`config.mk`:
```
export PLATFORM = sky130hd
export DESIGN_NAME = serv_state_wide_flat
export DESIGN_NICKNAME = d
export VERILOG_FILES = /design/src/rtl/serv_state_wide_if.sv /design/src/rtl/serv_state_wide.sv /design/src/flat_wrapper.sv
export SDC_FILE = /design/constraint.sdc
export NUM_CORES = 1
export LEC_CHECK = 0
export ABC_CLOCK_PERIOD_IN_PS = 2000
export BUFFER_PORTS_ARGS = -buffer_cell sky130_fd_sc_hd__buf_2
export CORE_AREA = 2 2 42 59
export DETAILED_ROUTE_END_ITERATION = 16
export DIE_AREA = 0 0 44 61
export GPL_TIMING_DRIVEN = 0
export PLACE_DENSITY = 0.73
export RECOVER_POWER = 100
export SETUP_SLACK_MARGIN = 0.02
export SLEW_MARGIN = 10
export SYNTH_ARGS = -nofsm -noshare
export SYNTH_HDL_FRONTEND = slang
export SYNTH_SLANG_ARGS = --single-unit
```
`constraint.sdc`:
```
create_clock -name i_clk -period 2 [get_ports i_clk]
set_input_delay 0.3 -clock i_clk [delete_from_list [all_inputs] [get_ports i_clk]]
set_output_delay 0.3 -clock i_clk [all_outputs]
set_load 0.005 [all_outputs]
```
`src/rtl/serv_state_wide_if.sv`:
```
// Handshake, decode-status and control bundle between serv_state_wide and its neighbours.
// master is the state block; slave is the decode/ALU/bus/RF side.
interface serv_state_wide_if;
  logic       new_irq;
  logic       debug_req;
  logic       step_en;
  logic       ibus_ack;
  logic       dbus_ack;
  logic       rf_ready;
  logic       cond_branch;
  logic       bne_or_bge;
  logic       alu_cmp;
  logic       branch_op;
  logic       mem_op;
  logic       shift_op;
  logic       sh_right;
  logic       slt_op;
  logic       e_op;
  logic       rd_op;
  logic       ctrl_misalign;
  logic       mem_misalign;
  logic       alu_sh_done;
  logic       alu_sh_done_r;

  logic       ibus_cyc;
  logic       dbus_cyc;
  logic       rf_rreq;
  logic       rf_wreq;
  logic       rf_rd_en;
  logic       init;
  logic       cnt_en;
  logic       cnt0;
  logic       cnt0to3;
  logic       cnt12to31;
  logic       cnt_done;
  logic [4:0] cnt;
  logic [1:0] mem_bytecnt;
  logic       ctrl_pc_en;
  logic       ctrl_jump;
  logic       ctrl_trap;
  logic       alu_shamt_en;
  logic       bufreg_en;
  logic       pending_irq;
  logic       debug;
  logic       debug_we;

  modport master (
    input  new_irq, debug_req, step_en, ibus_ack, dbus_ack, rf_ready,
           cond_branch, bne_or_bge, alu_cmp, branch_op, mem_op, shift_op,
           sh_right, slt_op, e_op, rd_op, ctrl_misalign, mem_misalign,
           alu_sh_done, alu_sh_done_r,
    output ibus_cyc, dbus_cyc, rf_rreq, rf_wreq, rf_rd_en, init, cnt_en,
           cnt0, cnt0to3, cnt12to31, cnt_done, cnt, mem_bytecnt, ctrl_pc_en,
           ctrl_jump, ctrl_trap, alu_shamt_en, bufreg_en, pending_irq, debug,
           debug_we
  );

  modport slave (
    output new_irq, debug_req, step_en, ibus_ack, dbus_ack, rf_ready,
           cond_branch, bne_or_bge, alu_cmp, branch_op, mem_op, shift_op,
           sh_right, slt_op, e_op, rd_op, ctrl_misalign, mem_misalign,
           alu_sh_done, alu_sh_done_r,
    input  ibus_cyc, dbus_cyc, rf_rreq, rf_wreq, rf_rd_en, init, cnt_en,
           cnt0, cnt0to3, cnt12to31, cnt_done, cnt, mem_bytecnt, ctrl_pc_en,
           ctrl_jump, ctrl_trap, alu_shamt_en, bufreg_en, pending_irq, debug,
           debug_we
  );
endinterface

```
`src/rtl/serv_state_wide.sv`:
```
// Control-state sequencer for a W-bit-per-cycle serial datapath: fetch, RF requests,
// two-stage op sequencing, branch decision, misalign/IRQ traps and debug halt/step.
module serv_state_wide #(
  parameter int unsigned W              = 1,
  parameter string       RESET_STRATEGY = "MINI",
  parameter bit          WITH_CSR       = 1'b1
) (
  input logic               i_clk,
  input logic               i_rst,
  serv_state_wide_if.master bus
);
  localparam int unsigned   CW      = 5;
  localparam bit            RST_ALL = (RESET_STRATEGY != "NONE");
  localparam logic [CW-1:0] STEP    = CW'(W);
  localparam logic [CW-1:0] LAST    = CW'(32 - W);

  if (!(W == 1 || W == 2 || W == 4)) begin : g_bad_w
    $error("serv_state_wide: W must be 1, 2 or 4");
  end

  logic [CW-1:0] cnt_q;
  logic cnt_en_q, init_done_q, ctrl_jump_q, stage_two_req_q, ibus_cyc_q;
  logic irq_sync_q, pending_irq_q, dbg_sync_q, debug_q, dbg_req_q, misalign_sync_q;

  logic two_stage, init, cnt_done, pc_en, take_branch, trap_pending, ctrl_trap;
  logic pending_irq, debug, dbg_rise, step_halt;

  always_comb begin
    pending_irq  = WITH_CSR & pending_irq_q;
    debug        = WITH_CSR & debug_q;
    two_stage    = bus.slt_op | bus.mem_op | bus.branch_op | bus.shift_op;
    init         = two_stage & !pending_irq & !debug & !init_done_q;
    cnt_done     = cnt_en_q & (cnt_q == LAST);
    pc_en        = cnt_en_q & !init;
    take_branch  = bus.branch_op & (!bus.cond_branch | (bus.alu_cmp ^ bus.bne_or_bge));
    trap_pending = WITH_CSR & ((ctrl_jump_q & bus.ctrl_misalign) | (bus.mem_op & bus.mem_misalign));
    ctrl_trap    = WITH_CSR & (bus.e_op | pending_irq | misalign_sync_q | debug);
    dbg_rise     = bus.debug_req & !dbg_req_q;
    // Step halts only on the retiring phase of a normal instruction.
    step_halt    = bus.step_en & cnt_done & !init & !debug;
  end

  // Phase counter and two-stage sequencing state.
  always_ff @(posedge i_clk) begin
    if (i_rst && RST_ALL) begin
      cnt_q           <= '0;
      cnt_en_q        <= 1'b0;
      init_done_q     <= 1'b0;
      ctrl_jump_q     <= 1'b0;
      stage_two_req_q <= 1'b0;
      misalign_sync_q <= 1'b0;
    end else begin
      if (cnt_en_q) cnt_q <= cnt_q + STEP;
      if (cnt_done) cnt_en_q <= 1'b0;
      else if (!cnt_en_q && bus.rf_ready) cnt_en_q <= 1'b1;
      if (cnt_done) begin
        init_done_q <= init & !init_done_q;
        ctrl_jump_q <= init & take_branch;
      end
      stage_two_req_q <= cnt_done & init;
      if (stage_two_req_q) misalign_sync_q <= trap_pending;
      else if (cnt_done) misalign_sync_q <= 1'b0;
    end
  end

  // Fetch request: raised by reset so the core fetches straight out of reset.
  always_ff @(posedge i_clk) begin
    if (bus.ibus_ack || cnt_done || i_rst) ibus_cyc_q <= pc_en | i_rst;
  end

  // IRQ/debug synchronisers; debug wins at fetch and leaves the IRQ pending.
  always_ff @(posedge i_clk) begin
    if (i_rst && RST_ALL) begin
      irq_sync_q    <= 1'b0;
      pending_irq_q <= 1'b0;
      dbg_sync_q    <= 1'b0;
      debug_q       <= 1'b0;
      dbg_req_q     <= 1'b0;
    end else begin
      dbg_req_q <= bus.debug_req;
      if (bus.new_irq) irq_sync_q <= 1'b1;
      else if (bus.ibus_ack && !dbg_sync_q) irq_sync_q <= 1'b0;
      if (dbg_rise || step_halt) dbg_sync_q <= 1'b1;
      else if (bus.ibus_ack) dbg_sync_q <= 1'b0;
      if (bus.ibus_ack) begin
        pending_irq_q <= irq_sync_q & !dbg_sync_q;
        debug_q       <= dbg_sync_q;
      end
    end
  end

  assign bus.ibus_cyc     = ibus_cyc_q & !i_rst;
  assign bus.dbus_cyc     = !cnt_en_q & init_done_q & bus.mem_op & !bus.mem_misalign;
  assign bus.rf_rreq      = bus.ibus_ack | (stage_two_req_q & trap_pending);
  assign bus.rf_wreq      = !i_rst & !trap_pending &
                            ((bus.shift_op & (bus.alu_sh_done | !bus.sh_right) & init_done_q) |
                             (bus.mem_op & bus.dbus_ack) |
                             (stage_two_req_q & (bus.slt_op | bus.branch_op)));
  assign bus.rf_rd_en     = bus.rd_op & pc_en;
  assign bus.init         = init;
  assign bus.cnt_en       = cnt_en_q;
  assign bus.cnt0         = cnt_en_q & (cnt_q == '0);
  assign bus.cnt0to3      = cnt_q < CW'(4);
  assign bus.cnt12to31    = cnt_q >= CW'(12);
  assign bus.cnt_done     = cnt_done;
  assign bus.cnt          = cnt_q;
  assign bus.mem_bytecnt  = cnt_q[4:3];
  assign bus.ctrl_pc_en   = pc_en;
  assign bus.ctrl_jump    = ctrl_jump_q;
  assign bus.ctrl_trap    = ctrl_trap;
  assign bus.alu_shamt_en = cnt_en_q & ((cnt_q < CW'(5)) | !init);
  assign bus.bufreg_en    = (cnt_en_q & (init | ctrl_trap | bus.branch_op)) |
                            (bus.shift_op & !stage_two_req_q & (bus.sh_right | bus.alu_sh_done_r));
  assign bus.pending_irq  = pending_irq;
  assign bus.debug        = debug;
  assign bus.debug_we     = debug & pc_en;
endmodule

```
`src/flat_wrapper.sv`:
```
// flat-port wrapper written by rule: the top's interface ports become plain ports
module serv_state_wide_flat 
#(
  parameter int unsigned W              = 1,
  parameter string       RESET_STRATEGY = "    ",
  parameter bit          WITH_CSR       = 1'b1
)
  (i_clk, i_rst, bus_new_irq, bus_debug_req, bus_step_en, bus_ibus_ack, bus_dbus_ack, bus_rf_ready, bus_cond_branch, bus_bne_or_bge, bus_alu_cmp, bus_branch_op, bus_mem_op, bus_shift_op, bus_sh_right, bus_slt_op, bus_e_op, bus_rd_op, bus_ctrl_misalign, bus_mem_misalign, bus_alu_sh_done, bus_alu_sh_done_r, bus_ibus_cyc, bus_dbus_cyc, bus_rf_rreq, bus_rf_wreq, bus_rf_rd_en, bus_init, bus_cnt_en, bus_cnt0, bus_cnt0to3, bus_cnt12to31, bus_cnt_done, bus_cnt, bus_mem_bytecnt, bus_ctrl_pc_en, bus_ctrl_jump, bus_ctrl_trap, bus_alu_shamt_en, bus_bufreg_en, bus_pending_irq, bus_debug, bus_debug_we);
  serv_state_wide_if bus_i ();
  input logic i_clk;
  input logic i_rst;
  input wire logic [$bits(bus_i.new_irq)-1:0] bus_new_irq;
  input wire logic [$bits(bus_i.debug_req)-1:0] bus_debug_req;
  input wire logic [$bits(bus_i.step_en)-1:0] bus_step_en;
  input wire logic [$bits(bus_i.ibus_ack)-1:0] bus_ibus_ack;
  input wire logic [$bits(bus_i.dbus_ack)-1:0] bus_dbus_ack;
  input wire logic [$bits(bus_i.rf_ready)-1:0] bus_rf_ready;
  input wire logic [$bits(bus_i.cond_branch)-1:0] bus_cond_branch;
  input wire logic [$bits(bus_i.bne_or_bge)-1:0] bus_bne_or_bge;
  input wire logic [$bits(bus_i.alu_cmp)-1:0] bus_alu_cmp;
  input wire logic [$bits(bus_i.branch_op)-1:0] bus_branch_op;
  input wire logic [$bits(bus_i.mem_op)-1:0] bus_mem_op;
  input wire logic [$bits(bus_i.shift_op)-1:0] bus_shift_op;
  input wire logic [$bits(bus_i.sh_right)-1:0] bus_sh_right;
  input wire logic [$bits(bus_i.slt_op)-1:0] bus_slt_op;
  input wire logic [$bits(bus_i.e_op)-1:0] bus_e_op;
  input wire logic [$bits(bus_i.rd_op)-1:0] bus_rd_op;
  input wire logic [$bits(bus_i.ctrl_misalign)-1:0] bus_ctrl_misalign;
  input wire logic [$bits(bus_i.mem_misalign)-1:0] bus_mem_misalign;
  input wire logic [$bits(bus_i.alu_sh_done)-1:0] bus_alu_sh_done;
  input wire logic [$bits(bus_i.alu_sh_done_r)-1:0] bus_alu_sh_done_r;
  output wire logic [$bits(bus_i.ibus_cyc)-1:0] bus_ibus_cyc;
  output wire logic [$bits(bus_i.dbus_cyc)-1:0] bus_dbus_cyc;
  output wire logic [$bits(bus_i.rf_rreq)-1:0] bus_rf_rreq;
  output wire logic [$bits(bus_i.rf_wreq)-1:0] bus_rf_wreq;
  output wire logic [$bits(bus_i.rf_rd_en)-1:0] bus_rf_rd_en;
  output wire logic [$bits(bus_i.init)-1:0] bus_init;
  output wire logic [$bits(bus_i.cnt_en)-1:0] bus_cnt_en;
  output wire logic [$bits(bus_i.cnt0)-1:0] bus_cnt0;
  output wire logic [$bits(bus_i.cnt0to3)-1:0] bus_cnt0to3;
  output wire logic [$bits(bus_i.cnt12to31)-1:0] bus_cnt12to31;
  output wire logic [$bits(bus_i.cnt_done)-1:0] bus_cnt_done;
  output wire logic [$bits(bus_i.cnt)-1:0] bus_cnt;
  output wire logic [$bits(bus_i.mem_bytecnt)-1:0] bus_mem_bytecnt;
  output wire logic [$bits(bus_i.ctrl_pc_en)-1:0] bus_ctrl_pc_en;
  output wire logic [$bits(bus_i.ctrl_jump)-1:0] bus_ctrl_jump;
  output wire logic [$bits(bus_i.ctrl_trap)-1:0] bus_ctrl_trap;
  output wire logic [$bits(bus_i.alu_shamt_en)-1:0] bus_alu_shamt_en;
  output wire logic [$bits(bus_i.bufreg_en)-1:0] bus_bufreg_en;
  output wire logic [$bits(bus_i.pending_irq)-1:0] bus_pending_irq;
  output wire logic [$bits(bus_i.debug)-1:0] bus_debug;
  output wire logic [$bits(bus_i.debug_we)-1:0] bus_debug_we;
  assign bus_i.new_irq = bus_new_irq;
  assign bus_i.debug_req = bus_debug_req;
  assign bus_i.step_en = bus_step_en;
  assign bus_i.ibus_ack = bus_ibus_ack;
  assign bus_i.dbus_ack = bus_dbus_ack;
  assign bus_i.rf_ready = bus_rf_ready;
  assign bus_i.cond_branch = bus_cond_branch;
  assign bus_i.bne_or_bge = bus_bne_or_bge;
  assign bus_i.alu_cmp = bus_alu_cmp;
  assign bus_i.branch_op = bus_branch_op;
  assign bus_i.mem_op = bus_mem_op;
  assign bus_i.shift_op = bus_shift_op;
  assign bus_i.sh_right = bus_sh_right;
  assign bus_i.slt_op = bus_slt_op;
  assign bus_i.e_op = bus_e_op;
  assign bus_i.rd_op = bus_rd_op;
  assign bus_i.ctrl_misalign = bus_ctrl_misalign;
  assign bus_i.mem_misalign = bus_mem_misalign;
  assign bus_i.alu_sh_done = bus_alu_sh_done;
  assign bus_i.alu_sh_done_r = bus_alu_sh_done_r;
  assign bus_ibus_cyc = bus_i.ibus_cyc;
  assign bus_dbus_cyc = bus_i.dbus_cyc;
  assign bus_rf_rreq = bus_i.rf_rreq;
  assign bus_rf_wreq = bus_i.rf_wreq;
  assign bus_rf_rd_en = bus_i.rf_rd_en;
  assign bus_init = bus_i.init;
  assign bus_cnt_en = bus_i.cnt_en;
  assign bus_cnt0 = bus_i.cnt0;
  assign bus_cnt0to3 = bus_i.cnt0to3;
  assign bus_cnt12to31 = bus_i.cnt12to31;
  assign bus_cnt_done = bus_i.cnt_done;
  assign bus_cnt = bus_i.cnt;
  assign bus_mem_bytecnt = bus_i.mem_bytecnt;
  assign bus_ctrl_pc_en = bus_i.ctrl_pc_en;
  assign bus_ctrl_jump = bus_i.ctrl_jump;
  assign bus_ctrl_trap = bus_i.ctrl_trap;
  assign bus_alu_shamt_en = bus_i.alu_shamt_en;
  assign bus_bufreg_en = bus_i.bufreg_en;
  assign bus_pending_irq = bus_i.pending_irq;
  assign bus_debug = bus_i.debug;
  assign bus_debug_we = bus_i.debug_we;
  serv_state_wide #(.W(W), .RESET_STRATEGY(RESET_STRATEGY), .WITH_CSR(WITH_CSR)) u_core (.i_clk(i_clk), .i_rst(i_rst), .bus(bus_i));
endmodule
```
=== Word-level counts from Yosys, hierarchy flattened ===
Cells that the tools add are included.

* Bitwise operators: 54
* Eq/ne operators: 1
* Reductions and logical operators: 23
* $add $sub $neg: 1
* Mux-type cells: 6
* Order comparisons: 3

{| class="wikitable"
|+ Operators by type and width
! operator !! count
|-
| 1-bit bitwise AND || 34
|-
| 1-bit bitwise OR || 19
|-
| 1-bit zero test || 13
|-
| 5-bit by 3-bit < comparator with 1-bit output (second input constant) || 2
|-
| 1-bit 2-to-1 mux || 6
|-
| 2-bit nonzero test || 3
|-
| 5-bit by 1-bit adder with 5-bit output (second input constant) || 1
|-
| 5-bit equality test (second input constant) || 1
|-
| 5-bit by 4-bit >= comparator with 1-bit output (second input constant) || 1
|-
| 5-bit zero test || 1
|-
| 1-bit logical OR || 3
|-
| 1-bit logical AND || 2
|-
| 2-bit OR reduction || 1
|-
| 1-bit XOR || 1
|}

* Output and inout port bits: 26
* Word-level logic and storage cells: 100
* Register bits after elaboration: 16
* Input port bits: 22

=== Longest topological paths before layout ===
* Depth in word-level cells: 11
* Gate-level depth with buffers: 7
* Depth with buffers taken out: 7

=== Least setup slack after synthesis ===
OpenSTA, ideal clock, no wires.

* Path type: register to register
* Start point: reg u_core.cnt_q[0], in the netlist u_core.bus.cnt[0]
* End point: reg u_core.ibus_cyc_q, enable pin
* Setup slack: 335 ps
* Library setup time: 254 ps
* Clock period less this slack: 1665 ps
* Cell stages (with the launch flop): 7
* Data arrival time: 1411 ps
* Buffers on the path: 0
* Data required time: 1746 ps
* Cells stage by stage: dfxtp_1 -> ha_1 -> and3_1 -> ha_1 -> nand2_2 -> inv_1 -> or3_1

* Longest elaborated chain between the ends: 4

{| class="wikitable"
|+ Ends and longest elaborated chain
! element !! RTL line !! source
|-
| start, declared || serv_state_wide.sv:21 || <nowiki>logic [CW-1:0] cnt_q;</nowiki>
|-
| start signal, assigned || serv_state_wide.sv:53 || <nowiki>if (cnt_en_q) cnt_q <= cnt_q + STEP;</nowiki>
|-
| 5-bit equality test || serv_state_wide.sv:33 || <nowiki>cnt_done = cnt_en_q & (cnt_q == LAST);</nowiki>
|-
| 1-bit bitwise AND || serv_state_wide.sv:33 ||
|-
| named net bus_cnt_done || flat_wrapper.sv:42 || <nowiki>output wire logic [$bits(bus_i.cnt_done)-1:0] bus_cnt_done;</nowiki>
|-
| 1-bit logical OR (2 in series) || serv_state_wide.sv:68 || <nowiki>if (bus.ibus_ack || cnt_done || i_rst) ibus_cyc_q <= pc_en | i_rst;</nowiki>
|-
| end signal, assigned || serv_state_wide.sv:68 ||
|-
| end, declared || serv_state_wide.sv:22 || <nowiki>logic cnt_en_q, init_done_q, ctrl_jump_q, stage_two_req_q, ibus_cyc_q;</nowiki>
|}

The timed path passes the listed nets, and every way through them passes these cells.
A chain may end at the register's enable or synchronous reset.

=== Final worst setup path ===
* Start point: reg u_core.cnt_q[0], in the netlist u_core.bus.cnt[0]
* End point: out bus_cnt_done

* Longest elaborated chain between the ends: 2

{| class="wikitable"
|+ Ends and longest elaborated chain
! element !! RTL line
|-
| 5-bit equality test || serv_state_wide.sv:33
|-
| 1-bit bitwise AND || serv_state_wide.sv:33
|-
| end, declared || flat_wrapper.sv:42
|}

No other way between the ends.

==> results.md <==
* Status: finished, final reports clean
* Worst-path fanout max at 7
* Die height at around 61 um
* Ports at 48
* Hold Path Class: in -> reg
* CP Data Arrival Time at approximately 1.6 ns
* Die width at 44 um
* Max_slew headroom at 62.1%
* Power per cell area at 554 mW/mm^2
* Largest net degree at the start of global routing at 11
* CTS buffer count at 3
* Min Tclk post-route at 1.86 ns
* PortBufs at 47
* Synth Register Bits at 16
* Top_reg_cell synth: dfxtp_1
* Reg-to-reg startpoint: u_core.bus.cnt[0]
* Cell variety after synth at 39
* Design Area, Final at 0.00115 sq mm
* Vias per cell at 5.24
* Endpoint class of the critical path: primary output
* Sequential share of power at 54.4%
* CTS tree: yes
* Sequential fraction of the synthesis area at 37.5%
* Setup TNS Final at 0 ns
* Comb pwr share at 18.9%
* RSZ-0062 raised after global routing: false
* Dpl cell area at 0.00114 sq mm
* Floorplan die area at around 0.0027 sq mm
* Final Hold Fails at 0
* DR WL/cell at 12.1 um
* Sw frac at a little over a quarter
* Int Pwr at 0.000471 W
* Final WL at 2100 um
* Total global routing overflow at 0
* CTS Sinks at 16
* Root Driver: clkbuf_4
* Largest area contributor in the netlist: dfxtp_1
* HPWL Detailed at 1630 um
* Final Total Pwr at roughly 0.00064 W
* Yosys warnings at 0
* Drt first pass iters at 4
* Max VDD drop at 0.353 mV
* Cell count after synthesis at 100
* Avg Inst Size Synth at between 8 and 9 sq um
* Psw at about 0.00017 W
* Initial antenna violation count at 0
* CP required at 1.70 ns
* Pleak at about 0.58 nW
* First-pass GRT wire length at 3110 um
* Layout Area Growth over Synthesis at 31.0%
* Layout net count at 177
* Synth area leaders: dfxtp_1, inv_1, ha_1
* Finish-stage setup viols at 0
* Clk_lat worst skew at 0.28 ns
* Worst-Margin Slew at approximately 0.57 ns
* DRC Markers at 0
* Fin. max-slew vios at 0
* Initial Util at 40.9%
* Ys async rst share at 0%
* Share of layout cells above drive strength 1 at 33.1%
* Crit start category: register
* Post-route ant nets at 0
* CTS Buffer Depth at 2
* Period utilization at 93.2%
* Via count at 907
* H-tree Lvls at 1
* FMAX at 536 MHz
* CTS clk-pin slew, worst paths at 0.08 ns
* Total setup buffers inserted after CTS at 0
* Diode count at 0
* Site Rows at 20
* Clock network fraction of design power at between 20% and 30%
* Gpl congestion at 0.782
* Final Skew at roughly 0.007 ns
* Min-delay src: bus_new_irq
* Core area at around 0.0022 sq mm
* Syn_nets at 125
* Critical path launch point: u_core.bus.cnt[0]
* Number of synthesized flops with an enable pin at 1
* WS Path Type: reg -> out
* Synthesized area at 881 sq um
* 1st-iter DRT viols at 16
* Max FFs per register at 5
* Gr usage total at approximately 16%
* Vias in the first global route at between 700 and 800
* Fin util at a little over half
* Max cap viols at 0
* Yosys top cell area share at 34.1%
cell usage in the layout (no fill, tap or decap), types with 2 or more instances in the layout:
cell type and n:
nand2b_1 3, buf_2 38, mux2i_1 3, clkbuf_1 14
nand2_1 6, inv_1 11, dfxtp_2 2, and3_1 3
o2111ai_1 2, nor2_1 9, a21oi_1 4, clkbuf_4 5
o211ai_1 2, xor2_1 3, nand3_1 2, ha_1 3
o21a_1 2, dfxtp_1 13, nor3_1 4, a22o_1 2
per-stage QoR:
step	hold WS, ns	worst slack (ns)	std cells
final	0.238	0.135	173
after global routing	0.242	0.0630	173
after CTS	0.230	0.0874	173
after detailed placement	0.471	0.254	169
after global placement	0.460	0.271	169
after floorplan	0.417	0.335	100
cell usage after synthesis (2+ instances only):
cell and number:
nand3_1 2, nor3_1 4, ha_1 3, o211ai_1 2
o2111ai_1 2, dfxtp_1 15, nand2b_1 3, a22o_1 2
inv_1 11, nand2_1 6, and3_1 3, mux2i_1 3
buf_4 2, a21oi_1 4, nor2_1 9, buf_2 3
xor2_1 3, o21a_1 2
layer usage:
metal / vias to the layer above / part of all wire (%) / track usage [%]
met4: 0 / 2.6 / 10.8
met1: 423 / 38 / 14.6
li1: 447 / - / -
met2: 33 / 53 / 30.9
met3: 4 / 5.9 / 2.08
met5: - / 0 / 0
cell families (layout without fill, tap and decap cells):
| group | Yosys count | after routing | synth area share (%) |
|---|---|---|---|
| multiplexers | 3 | 3 | 3.41 |
| buffers and inverters | 17 | 68 | 8.52 |
| flip-flops | 16 | 16 | 37.5 |
| XOR/XNOR | 4 | 4 | 3.98 |
| adder cells (fa/ha/maj) | 3 | 3 | 4.26 |
| AO/OA/AOI/OAI | 19 | 19 | 17.8 |
| AND/OR/NAND/NOR | 38 | 38 | 24.6 |
final timing paths:
| path | end | slack [ns] | cells past startpoint |
|---|---|---|---|
| setup / recovery | bus_cnt_done | 0.14 | 6 |
| hold / removal | u_core.irq_sync_q | 0.24 | 3 |
| hold reg to reg | u_core.misalign_sync_q | 0.47 | 2 |
| setup reg to reg | u_core.ibus_cyc_q | 0.29 | 6 |
timing repair:
item	4_1_cts	5_1_grt
setup endpoints to repair	0	1
hold buffers	0	0
gates resized for setup	0	2
endpoints found under the hold margin	0	0
power groups by stage:
stage / logic (W) / clock network (W) / registers [W]
global placement: 0.000122 / 0 / 0.000353
finish: 0.000121 / 0.000171 / 0.000348
detailed placement: 0.000126 / 0 / 0.000354
floorplan: 0.0000652 / 0 / 0.000353
global route: 0.000136 / 0.000185 / 0.000349
CTS: 0.000127 / 0.000179 / 0.000347
worst max-delay path: stages, from the launching register on:
cell and delay, ns:
dfxtp_2 0.36, ha_1 0.21, and3_1 0.18, ha_1 0.18
nand2_2 0.13, inv_1 0.10, buf_2 0.13
layout make-up:
type | count | area [sq um]
timing repair buffer | 47 | 221
tap | 22 | 27.5
buffer | 6 | 32.5
sequential | 16 | 333
multi-input combinational | 67 | 472
clock buffer | 4 | 26.3
fill | 228 | 998
inverter | 11 | 41.3
No activity file was read; power rests on OpenSTA's default activity.
